### src/rtl/code_guess_pkg.sv
// Shared types and constants for the code-guessing game core.
package code_guess_pkg;

  typedef enum logic [2:0] {IDLE, GEN, ENTRY, CMP, WON, LOST} state_e;

  localparam logic [1:0] RES_CORRECT = 2'd0;
  localparam logic [1:0] RES_LOW     = 2'd1;
  localparam logic [1:0] RES_HIGH    = 2'd2;
  localparam logic [1:0] RES_INVALID = 2'd3;

  // Feedback taps 16,14,13,11 expressed as a mask over state bits [15:0]
  localparam logic [15:0] LFSR_TAPS = 16'hB400;

endpackage

### src/rtl/code_guess_engine_if.sv
// Guess-entry / result bundle between the game core and its controller.
interface code_guess_engine_if #(
  parameter int DIGITS = 4,
  parameter int DW     = 4,
  parameter int LIVES  = 16
);
  localparam int SEL_W = (DIGITS > 1) ? $clog2(DIGITS) : 1;

  logic                   new_game;
  logic                   digit_valid;
  logic [SEL_W-1:0]       digit_sel;
  logic [DW-1:0]          digit_val;
  logic                   submit;
  logic                   ready;
  logic                   result_valid;
  logic [1:0]             result;
  logic [SEL_W-1:0]       diff_idx;
  logic [DIGITS*DW-1:0]   guess;
  logic [LIVES-1:0]       lives;
  logic                   won;
  logic                   lost;
  logic                   beep_en;

  modport master (
    output new_game, digit_valid, digit_sel, digit_val, submit,
    input  ready, result_valid, result, diff_idx, guess, lives, won, lost, beep_en
  );

  modport slave (
    input  new_game, digit_valid, digit_sel, digit_val, submit,
    output ready, result_valid, result, diff_idx, guess, lives, won, lost, beep_en
  );
endinterface

### src/rtl/code_guess_engine_lfsr16.sv
// Free-running 16-bit Fibonacci LFSR; exposes its low OUT_W bits.
module lfsr16
  import code_guess_pkg::*;
#(
  parameter logic [15:0] SEED  = 16'hACE1,
  parameter int          OUT_W = 4
) (
  input  logic             clk_i,
  input  logic             rst_ni,
  output logic [OUT_W-1:0] rnd_o
);
  logic [15:0] state_q, state_d;

  always_comb state_d = {state_q[14:0], ^(state_q & LFSR_TAPS)};

  always_ff @(posedge clk_i) begin
    if (!rst_ni) state_q <= SEED;
    else         state_q <= state_d;
  end

  assign rnd_o = state_q[OUT_W-1:0];
endmodule

### src/rtl/code_guess_engine.sv
// Game core: target generation, guess entry, MSD-first compare, lives and win/loss.
module code_guess_engine
  import code_guess_pkg::*;
#(
  parameter int                   DIGITS     = 4,
  parameter int                   BASE       = 10,
  parameter int                   DW         = 4,
  parameter int                   LIVES      = 16,
  parameter int                   FIXED_MODE = 0,
  parameter logic [DIGITS*DW-1:0] FIXED_CODE = 16'h6381,
  parameter logic [15:0]          SEED       = 16'hACE1
) (
  input  logic                CLK,
  input  logic                RST,
  code_guess_engine_if.slave  bus
);
  localparam int SEL_W = (DIGITS > 1) ? $clog2(DIGITS) : 1;
  localparam logic [SEL_W-1:0] LAST = SEL_W'(DIGITS - 1);

  state_e               state_q, state_d;
  logic [SEL_W-1:0]     k_q, k_d;
  logic                 pend_q, pend_d;
  logic [1:0]           pend_res_q, pend_res_d;
  logic [DIGITS*DW-1:0] target_q, target_d;
  logic [DIGITS*DW-1:0] guess_q, guess_d;
  logic [LIVES-1:0]     lives_q, lives_d;
  logic                 won_q, won_d, lost_q, lost_d;
  logic                 rv_q, rv_d;
  logic [1:0]           res_q, res_d;
  logic [SEL_W-1:0]     diff_q, diff_d;
  logic [DW-1:0]        rnd, g_dig, t_dig;

  lfsr16 #(.SEED(SEED), .OUT_W(DW)) u_lfsr (.clk_i(CLK), .rst_ni(RST), .rnd_o(rnd));

  always_comb begin
    state_d    = state_q;
    k_d        = k_q;
    pend_d     = pend_q;
    pend_res_d = pend_res_q;
    target_d   = target_q;
    guess_d    = guess_q;
    lives_d    = lives_q;
    won_d      = won_q;
    lost_d     = lost_q;
    rv_d       = 1'b0;
    res_d      = res_q;
    diff_d     = diff_q;
    g_dig      = guess_q[(DIGITS-1-int'(k_q))*DW +: DW];
    t_dig      = target_q[(DIGITS-1-int'(k_q))*DW +: DW];

    if (bus.new_game) begin
      state_d = GEN;
      k_d     = '0;
      pend_d  = 1'b0;
      guess_d = '0;
      lives_d = '1;
      won_d   = 1'b0;
      lost_d  = 1'b0;
    end else begin
      unique case (state_q)
        GEN: begin
          if (FIXED_MODE != 0) begin
            target_d = FIXED_CODE;
            state_d  = ENTRY;
          end else if (int'(rnd) < BASE) begin
            target_d[(DIGITS-1-int'(k_q))*DW +: DW] = rnd;
            if (k_q == LAST) state_d = ENTRY;
            else             k_d = k_q + 1'b1;
          end
        end
        ENTRY: begin
          // Write lands before a same-cycle submit so CMP sees the new digit
          if (bus.digit_valid) begin
            if (int'(bus.digit_val) < BASE && int'(bus.digit_sel) < DIGITS)
              guess_d[(DIGITS-1-int'(bus.digit_sel))*DW +: DW] = bus.digit_val;
            else begin
              rv_d   = 1'b1;
              res_d  = RES_INVALID;
              diff_d = '0;
            end
          end
          if (bus.submit) begin
            state_d = CMP;
            k_d     = '0;
            pend_d  = 1'b0;
          end
        end
        CMP: begin
          if (!pend_q) begin
            pend_d = 1'b1;
            if (g_dig < t_dig)      pend_res_d = RES_LOW;
            else if (g_dig > t_dig) pend_res_d = RES_HIGH;
            else if (k_q == LAST)   pend_res_d = RES_CORRECT;
            else begin
              pend_d = 1'b0;
              k_d    = k_q + 1'b1;
            end
          end else begin
            // Decision was taken last cycle; publish it and settle the game
            pend_d = 1'b0;
            rv_d   = 1'b1;
            res_d  = pend_res_q;
            diff_d = (pend_res_q == RES_CORRECT) ? '0 : k_q;
            if (pend_res_q == RES_CORRECT) begin
              won_d   = 1'b1;
              state_d = WON;
            end else begin
              lives_d = lives_q << 1;
              if (lives_d == '0) begin
                lost_d  = 1'b1;
                state_d = LOST;
              end else begin
                state_d = ENTRY;
              end
            end
          end
        end
        default: ;
      endcase
    end
  end

  always_ff @(posedge CLK) begin
    if (!RST) begin
      state_q    <= IDLE;
      k_q        <= '0;
      pend_q     <= 1'b0;
      pend_res_q <= RES_CORRECT;
      target_q   <= '0;
      guess_q    <= '0;
      lives_q    <= '1;
      won_q      <= 1'b0;
      lost_q     <= 1'b0;
      rv_q       <= 1'b0;
      res_q      <= RES_CORRECT;
      diff_q     <= '0;
    end else begin
      state_q    <= state_d;
      k_q        <= k_d;
      pend_q     <= pend_d;
      pend_res_q <= pend_res_d;
      target_q   <= target_d;
      guess_q    <= guess_d;
      lives_q    <= lives_d;
      won_q      <= won_d;
      lost_q     <= lost_d;
      rv_q       <= rv_d;
      res_q      <= res_d;
      diff_q     <= diff_d;
    end
  end

  assign bus.ready        = (state_q == ENTRY);
  assign bus.result_valid = rv_q;
  assign bus.result       = res_q;
  assign bus.diff_idx     = diff_q;
  assign bus.guess        = guess_q;
  assign bus.lives        = lives_q;
  assign bus.won          = won_q;
  assign bus.lost         = lost_q;
  assign bus.beep_en      = won_q;
endmodule
### src/flat_wrapper.sv
// flat-port wrapper written by rule: the top's interface ports become plain ports
module code_guess_engine_flat import code_guess_pkg::*;
#(
  parameter int                   DIGITS     = 4,
  parameter int                   BASE       = 10,
  parameter int                   DW         = 4,
  parameter int                   LIVES      = 16,
  parameter int                   FIXED_MODE = 0,
  parameter logic [DIGITS*DW-1:0] FIXED_CODE = 16'h6381,
  parameter logic [15:0]          SEED       = 16'hACE1
)
  (CLK, RST, bus_new_game, bus_digit_valid, bus_digit_sel, bus_digit_val, bus_submit, bus_ready, bus_result_valid, bus_result, bus_diff_idx, bus_guess, bus_lives, bus_won, bus_lost, bus_beep_en);
  code_guess_engine_if #(.DIGITS(DIGITS), .DW(DW), .LIVES(LIVES)) bus_i ();
  input  logic CLK;
  input  logic RST;
  input wire logic [$bits(bus_i.new_game)-1:0] bus_new_game;
  input wire logic [$bits(bus_i.digit_valid)-1:0] bus_digit_valid;
  input wire logic [$bits(bus_i.digit_sel)-1:0] bus_digit_sel;
  input wire logic [$bits(bus_i.digit_val)-1:0] bus_digit_val;
  input wire logic [$bits(bus_i.submit)-1:0] bus_submit;
  output wire logic [$bits(bus_i.ready)-1:0] bus_ready;
  output wire logic [$bits(bus_i.result_valid)-1:0] bus_result_valid;
  output wire logic [$bits(bus_i.result)-1:0] bus_result;
  output wire logic [$bits(bus_i.diff_idx)-1:0] bus_diff_idx;
  output wire logic [$bits(bus_i.guess)-1:0] bus_guess;
  output wire logic [$bits(bus_i.lives)-1:0] bus_lives;
  output wire logic [$bits(bus_i.won)-1:0] bus_won;
  output wire logic [$bits(bus_i.lost)-1:0] bus_lost;
  output wire logic [$bits(bus_i.beep_en)-1:0] bus_beep_en;
  assign bus_i.new_game = bus_new_game;
  assign bus_i.digit_valid = bus_digit_valid;
  assign bus_i.digit_sel = bus_digit_sel;
  assign bus_i.digit_val = bus_digit_val;
  assign bus_i.submit = bus_submit;
  assign bus_ready = bus_i.ready;
  assign bus_result_valid = bus_i.result_valid;
  assign bus_result = bus_i.result;
  assign bus_diff_idx = bus_i.diff_idx;
  assign bus_guess = bus_i.guess;
  assign bus_lives = bus_i.lives;
  assign bus_won = bus_i.won;
  assign bus_lost = bus_i.lost;
  assign bus_beep_en = bus_i.beep_en;
  code_guess_engine #(.DIGITS(DIGITS), .BASE(BASE), .DW(DW), .LIVES(LIVES), .FIXED_MODE(FIXED_MODE), .FIXED_CODE(FIXED_CODE), .SEED(SEED)) u_core (.CLK(CLK), .RST(RST), .bus(bus_i));
endmodule
### config.mk
export PLATFORM = sky130hd
export DESIGN_NAME = code_guess_engine_flat
export DESIGN_NICKNAME = d
export VERILOG_FILES = /design/src/rtl/code_guess_pkg.sv /design/src/rtl/code_guess_engine_if.sv /design/src/rtl/code_guess_engine_lfsr16.sv /design/src/rtl/code_guess_engine.sv /design/src/flat_wrapper.sv
export SDC_FILE = /design/constraint.sdc
export NUM_CORES = 1
export LEC_CHECK = 0
export ABC_AREA = 1
export CORE_ASPECT_RATIO = 1.5
export CORE_MARGIN = 2
export CORE_UTILIZATION = 59
export CTS_CLUSTER_DIAMETER = 80
export DETAILED_ROUTE_END_ITERATION = 6
export GPL_ROUTABILITY_DRIVEN = 0
export PLACE_DENSITY = 0.92
export SYNTH_ARGS = -nofsm -noshare
export SYNTH_HDL_FRONTEND = slang
export SYNTH_HIERARCHICAL = 1
export SYNTH_SLANG_ARGS = --single-unit
### constraint.sdc
create_clock -name CLK -period 3.8 [get_ports CLK]
set_clock_uncertainty 0.15 [all_clocks]
set_input_delay 0.76 -clock CLK [delete_from_list [all_inputs] [get_ports CLK]]
set_output_delay 0.76 -clock CLK [all_outputs]
set_load 0.03 [all_outputs]
==> metrics.md, run 1 <==
| Metric | Value |
|---|---|
| Status | finished, final reports clean |
| Drt initial violations | between 300 and 400 |
| Largest family of logic cells by synthesized area | simple AND/OR/NAND/NOR gates |
| Flops & latches, synth | 79 |
| Crit path kind | in -> reg |
| Vias per cell | 5.499 |
| Initial antenna violation count | 0 |
| Worst Hold End | u_core/u_lfsr/state_q[7]$_SDFF_PN1_ |
| Internal power | 0.001234 W |
| Reg2Reg Depth | 8 |
| XOR/XNOR Fraction of Synth Area | 0% |
| Setup ws final | 1.078 ns |
| Clock Latency Late Sink | 0.36 ns |
| Die X | 70.20 µm |
| Reg-to-Reg Start | u_core/k_q[1]$_SDFFE_PP0P_ |
| Post-synth top cells | nand2_1, dfxtp_1, nor2_1 |
| HP Start | u_core/u_lfsr/state_q[6]$_SDFF_PN1_ |
| Tmin final | 2.722 ns |
| GRT overflow | 0 |
| Num rows | 36 |
| Worst setup EP type | register |
| Final ANT Viol Nets | 0 |
| F_max | approximately 370 MHz |
| Critical path data required time | 3.93 ns |
| Slew HR | 62.58% |
| Drt pass-1 iters | 5 |
| Via count | 3739 |
| GRT Resource Usage Total | between 20% and 30% |
| Crit-path max FO | 10 |
| Async set-or-reset flop fraction in the synthesized netlist | 0% |
| Reg-to-reg endpoint | u_core/target_q[6]$_SDFFE_PN0P_ |
| Cell area after layout | 0.004583 mm² |
| Area contributors post-synth | dfxtp_1, nand2_1, nand3_1 |
| Die Area | approximately 0.0073 mm² |
| Worst hold path class | reg -> reg |
| Synth area leader | dfxtp_1 |
| Synthesis-to-layout area growth | 18.16% |
| Leak | 2.000 nW |
| Starting density of the core | 60.22% |
| Simple-gate share of the synthesized area | 33.00% |
| Worst slack at placement | 0.8030 ns |
| Post-DP Area | 0.004382 mm² |
| Sequential share of power | around half |
| Period utilisation layout | approximately 72% |
| Post-CTS Repair Setup Buffers | 0 |
| H-tree levels | 3 |
| Mapped Nets | 579 |
| Fin. max-slew vios | 0 |
| DRT Wirelength | ~9 mm |
| Seq/Total Area, Yosys | 40.77% |
| CTS clock-pin slew for the worst setup and hold paths | 0.09 ns |
| Post-synthesis mux area share | 0% |
| Ys Warns | 6 |
| Hold path cells | 2 |
| Hold_buf cts | 0 |
| Mapped Area | 0.003879 mm² |
| Final Setup Violations | 0 |
| Post-synth cell types | 33 |
| Slew @ Worst Pin | 0.5607 ns |
| EDFF count, synth | 0 |
| Synth Area in Compound Gates | 11.42% |
| Switching pwr | 0.0004941 W |
| Final hold viol count | 0 |
| First-pass GRT wire length | ~15 mm |
| Net Sw Frac | 28.59% |
| VDD IR-drop max | 0.2726 mV |
| DRC | 0 |
| N_diodes | 0 |
| Buffers on Ports | 51 |
| Total CTS buffers | 9 |
| Vias in the first global route | 3498 |
| Adder-Cell Fraction of Synth Area | 4.516% |
| Crit path launch type | input pin |
| Nets | 624 |
| Synth Instances | 554 |
| Clock share of power | 36.9% |
| # resized after CTS | 0 |
| Core area | about 0.0064 mm² |
| WL/cell | 13.62 µm |
| P per Cell Area | 377.0 mW/mm² |
| CTS tree | done |
| Critical path arrival | 2.86 ns |
| Synth top area share | 40.77% |
| Die Ht | 103.3 µm |
| Reg2reg setup slack | 1.14 ns |
| Ys flop type | dfxtp_1 |
| Share of cells above drive strength 1 | 7.450% |
| Clk buf depth | 2 |
| Total negative slack | 0 ns |
| RSZ-0062 raised after global routing | false |
| Post-Syn Area per Cell | 7.001 µm² |
| Clock sink count | 79 |
| Top-level I/O count | 52 |
| Placed wire-length estimate | 6.736 mm |
| Largest net degree at the start of global routing | 35 |
| Cell with the most instances after synthesis | nand2_1 |
| Max Cap Viol | 0 |
| Root buf cell | clkbuf_8 |
| Comb pwr share | around an eighth |
## registers in the layout, indices dropped and copies added, names as in the netlist
name / flops
u_core/bus.result_valid: 1
u_core/bus.result: 2
u_core/pend_q: 1
u_core/bus.lives: 16
u_core/k_q: 2
u_core/bus.diff_idx: 2
u_core/bus.beep_en: 1
u_core/pend_res_q: 2
u_core/bus.lost: 1
u_core/state_q: 3
u_core/u_lfsr/state_q: 16
u_core/target_q: 16
u_core/bus.guess: 16
## cell usage in the layout, fill, tap and decap left out, drive strengths merged
cell type / instances
ha: 14
bufinv: 1
o211ai: 2
inv: 69
buf: 4
clkdlybuf4s50: 51
nand2: 148
clkbuf: 9
o22ai: 4
a21oi: 32
o21ai: 41
clkinv: 5
dfxtp: 79
nand3: 53
nor4: 4
clkinvlp: 1
a32o: 1
nor3: 6
nand4: 2
or2: 1
nor2: 74
o31ai: 2
o21a: 1
## worst max-delay path: stages
cell and delay, ns:
clkdlybuf4s50_1 0.60, clkinv_1 0.29, ha_1 0.45, inv_1 0.18, nand3_1 0.15, o21ai_0 0.20
o21ai_0 0.12, nor2_1 0.10
## power by group through the flow
stage	clock (W)	sequential, W	combinational, W
after floorplan	0	0.000880	0.000170
after global placement	0	0.000882	0.000213
after detailed placement	0	0.000883	0.000221
after CTS	0.000645	0.000864	0.000223
after global routing	0.000676	0.000867	0.000256
final	0.000637	0.000864	0.000227
## how the worst max path moves through the flow
stage | startpoint | end | slack (ns) | cells past startpoint
after CTS | u_core/state_q[2]$_SDFFE_PP0P_ | bus_ready | 1.07 | 4
final | bus_digit_sel[0] | u_core/bus.guess[2]$_SDFFE_PP0P_ | 1.08 | 8
after floorplan | u_core/k_q[0]$_SDFFE_PP0P_ | u_core/k_q[0]$_SDFFE_PP0P_ | 1.54 | 11
after detailed placement | bus_digit_sel[0] | u_core/bus.guess[2]$_SDFFE_PP0P_ | 0.80 | 8
after global routing | bus_digit_sel[0] | u_core/bus.guess[2]$_SDFFE_PP0P_ | 0.95 | 8
after global placement | bus_digit_sel[0] | u_core/bus.guess[0]$_SDFFE_PP0P_ | 0.98 | 8
## through the flow
stage	hold slack (ns)	utilization [%]	power [W]	instances
after floorplan	0.2295	-	0.001050	554
after global placement	0.2354	68.03	0.001096	664
after detailed placement	0.2415	68.03	0.001104	664
after CTS	0.2620	71.15	0.001731	680
after global routing	0.2858	71.15	0.001798	680
final	0.2599	71.15	0.001728	680
## per-layer routing
| layer | wire [µm] | global-route usage (%) | up-vias |
|---|---|---|---|
| li1 | - | - | 1852 |
| met1 | 3604 | 27.98 | 1726 |
| met2 | 4883 | 50.26 | 135 |
| met5 | 0 | 0 | - |
| met4 | 278 | 11.83 | 0 |
| met3 | 493 | 4.457 | 26 |
## layout make-up
class	instances	area (µm²)
clock buffers	9	123.9
clock inverters	7	77.57
fillers	478	1858
inverters	69	266.5
multi-input cells	385	1898
flip-flops and latches	79	1582
well taps	76	95.09
repair buffers	55	540.5
## cell families (layout without fill, tap and decap cells)
| kind of cell | after synthesis | count (layout) |
|---|---|---|
| AND/OR/NAND/NOR | 288 | 288 |
| buffers and inverters | 90 | 140 |
| AO/OA/AOI/OAI | 83 | 83 |
| flip-flops | 79 | 79 |
| adder cells (fa/ha/maj) | 14 | 14 |
Power figures use the tool's default switching activity.
==> run 2: changes to the inputs <==
CORE_UTILIZATION = 50   (was 59)
PLACE_DENSITY = 0.84   (was 0.92)
clock period = 2.46 ns   (was 3.8 ns; I/O delays follow)
==> run 2 against run 1 <==
  * Combinational power up 61%
  * Critical path depth is 3 higher
  * Wire length is 4.8% higher
  * Sequential share of layout area is 1.5 points lower
  * Power grew 78%
  * Die area increased by 17%
  * Register-to-register slack got worse by 0.93 ns
  * Final cell count grew 4.9%
  * Hold slack lost 0.0079 ns
  * Largest power group is now the clock network
  * Utilization is 7.8 points lower
==> metrics.md, run 2 (same netlist as run 1, synthesis figures left out) <==
| Metric | Value |
|---|---|
| DRT Wirelength | 9.701 mm |
| Final ANT Viol Nets | 0 |
| Nets | 631 |
| Leak | between 2 and 2.5 nW |
| Die Ht | 111.9 µm |
| Max Cap Viol | 0 |
| Drt initial violations | 375 |
| GRT overflow | 0 |
| Crit path kind | reg -> reg |
| CP startpoint | u_core/k_q[0]$_SDFFE_PP0P_ |
| Root buf cell | clkbuf_16 |
| Status | finished, final reports clean |
| HP Start | u_core/u_lfsr/state_q[14]$_SDFF_PN0_ |
| Crit path launch type | register |
| Slew @ Worst Pin | about 0.41 ns |
| Vias per cell | around 5.3 |
| Total CTS buffers | 9 |
| Num rows | 39 |
| Highest-count cells in the layout ignoring fill and taps | nand2_1, dfxtp_1, nor2_1 |
| Sequence of cells on the critical path | buf_6, o21ai_0, a21oi_1, a21oi_1, ha_1, a21oi_1, nand2_1, nand2_1, nand2_1, a21oi_1, nor2_1 |
| Most common cell on crit path | a21oi_1 |
| GRT Resource Usage Total | between 20% and 30% |
| CTS clock-pin slew for the worst setup and hold paths | 0.06 ns |
| Setup ws final | 0.2103 ns |
| CTS tree | done |
| Clock Latency Late Sink | 0.33 ns |
| Hold_buf cts | 0 |
| Clk buf depth | 2 |
| WL/cell | between 10 and 15 µm |
| Top-level I/O count | 52 |
| Reg2reg setup slack | 0.21 ns |
| Period utilisation layout | 91.45% |
| Critical path arrival | 2.33 ns |
| Largest net degree at the start of global routing | 35 |
| F_max | between 400 and 500 MHz |
| Worst setup EP type | register |
| Share of cells above drive strength 1 | 8.838% |
| Slew HR | slightly above 70% |
| H-tree levels | 3 |
| First-pass GRT wire length | 16.06 mm |
| Core area | 0.007564 mm² |
| Drt pass-1 iters | 5 |
| Worst slack at placement | 0.1459 ns |
| Tmin final | 2.250 ns |
| RSZ-0062 raised after global routing | false |
| Die X | 75.92 µm |
| Placed wire-length estimate | 7.062 mm |
| Vias in the first global route | 3593 |
| Fin. max-slew vios | 0 |
| Initial antenna violation count | 0 |
| P per Cell Area | about 640 mW/mm² |
| Commonest non-fill, non-tap cell in the layout | nand2_1 |
| Total negative slack | 0 ns |
| Post-DP Area | 0.004452 mm² |
| Slowest-stage cell, CP | dfxtp_1 |
| Buffers on Ports | 51 |
| Clock sink count | 79 |
| Crit-path max FO | 34 |
| Worst hold path class | reg -> reg |
| N_diodes | 0 |
| Starting density of the core | 51.28% |
| Final hold viol count | 0 |
| Synthesis-to-layout area growth | 23.45% |
| Cell area after layout | 0.004788 mm² |
| Die Area | 0.008493 mm² |
| VDD IR-drop max | about 0.39 mV |
| CP max stage delay | 0.39 ns |
| DRC | 0 |
| Reg-to-Reg Start | u_core/k_q[0]$_SDFFE_PP0P_ |
| Final Setup Violations | 0 |
| Critical path data required time | 2.54 ns |
| Via count | 3781 |
[run 2: stage by stage]
stage / total power (W) / cells / utilization, % / hold slack [ns]
6_report: 0.003069 / 713 / 63.31 / 0.2520
5_1_grt: 0.003191 / 713 / 63.31 / 0.2727
4_1_cts: 0.003078 / 711 / 62.94 / 0.2589
3_5_place_dp: 0.001713 / 695 / 58.86 / 0.2411
3_3_place_gp: 0.001698 / 695 / 58.86 / 0.2326
2_1_floorplan: 0.001623 / 554 / - / 0.2295
[run 2: layer usage]
metal  part of all wire [%]  vias up  GRT usage, %
li1                       -     1868             -
met1                     37     1729         24.26
met2                     54      150         42.92
met3                    5.2       34         4.538
met4                    3.9        0         12.61
met5                      0        -             0
[run 2: worst paths after layout]
| kind | endpoint | cells past startpoint |
|---|---|---|
| worst max-delay path | u_core/k_q[1]$_SDFFE_PP0P_ | 11 |
| worst min-delay path | u_core/u_lfsr/state_q[15]$_SDFF_PN1_ | 2 |
| worst max register to register | u_core/k_q[1]$_SDFFE_PP0P_ | 11 |
| worst min register to register | u_core/u_lfsr/state_q[15]$_SDFF_PN1_ | 2 |
[run 2: final cells by class]
class	instances	area (µm²)
clock inverters	7	83.83
clock buffers	9	225.2
inverters	69	270.3
well taps	102	127.6
fillers	643	2775
multi-input cells	385	1901
flip-flops and latches	79	1582
repair buffers	62	599.3
[run 2: what timing repair did]
item | in CTS | in global routing
endpoints found under the setup margin | 0 | 4
resized for setup | 0 | 4
setup buffers | 0 | 2
[run 2: power by group]
part | internal [W] | leakage [nW] | switching (W)
clock | 0.000807 | 0.149 | 0.000562
sequential | 0.00131 | 0.642 | 0.0000236
combinational | 0.000125 | 1.31 | 0.000240
total | 0.00224 | 2.10 | 0.000826
[run 2: worst max-delay path: cells and delay by family, from the launching register on]
family	cells	cell delay, ns
AO/OA/AOI/OAI	5	0.68
flip-flops	1	0.39
AND/OR/NAND/NOR	4	0.34
adder cells (fa/ha/maj)	1	0.30
buffers and inverters	1	0.27
==> run 3: changes to the inputs <==
CTS_CLUSTER_SIZE = 30   (was not set)
==> results of run 3 <==
Final layout, timing and power as in run 2 (identical DEF).
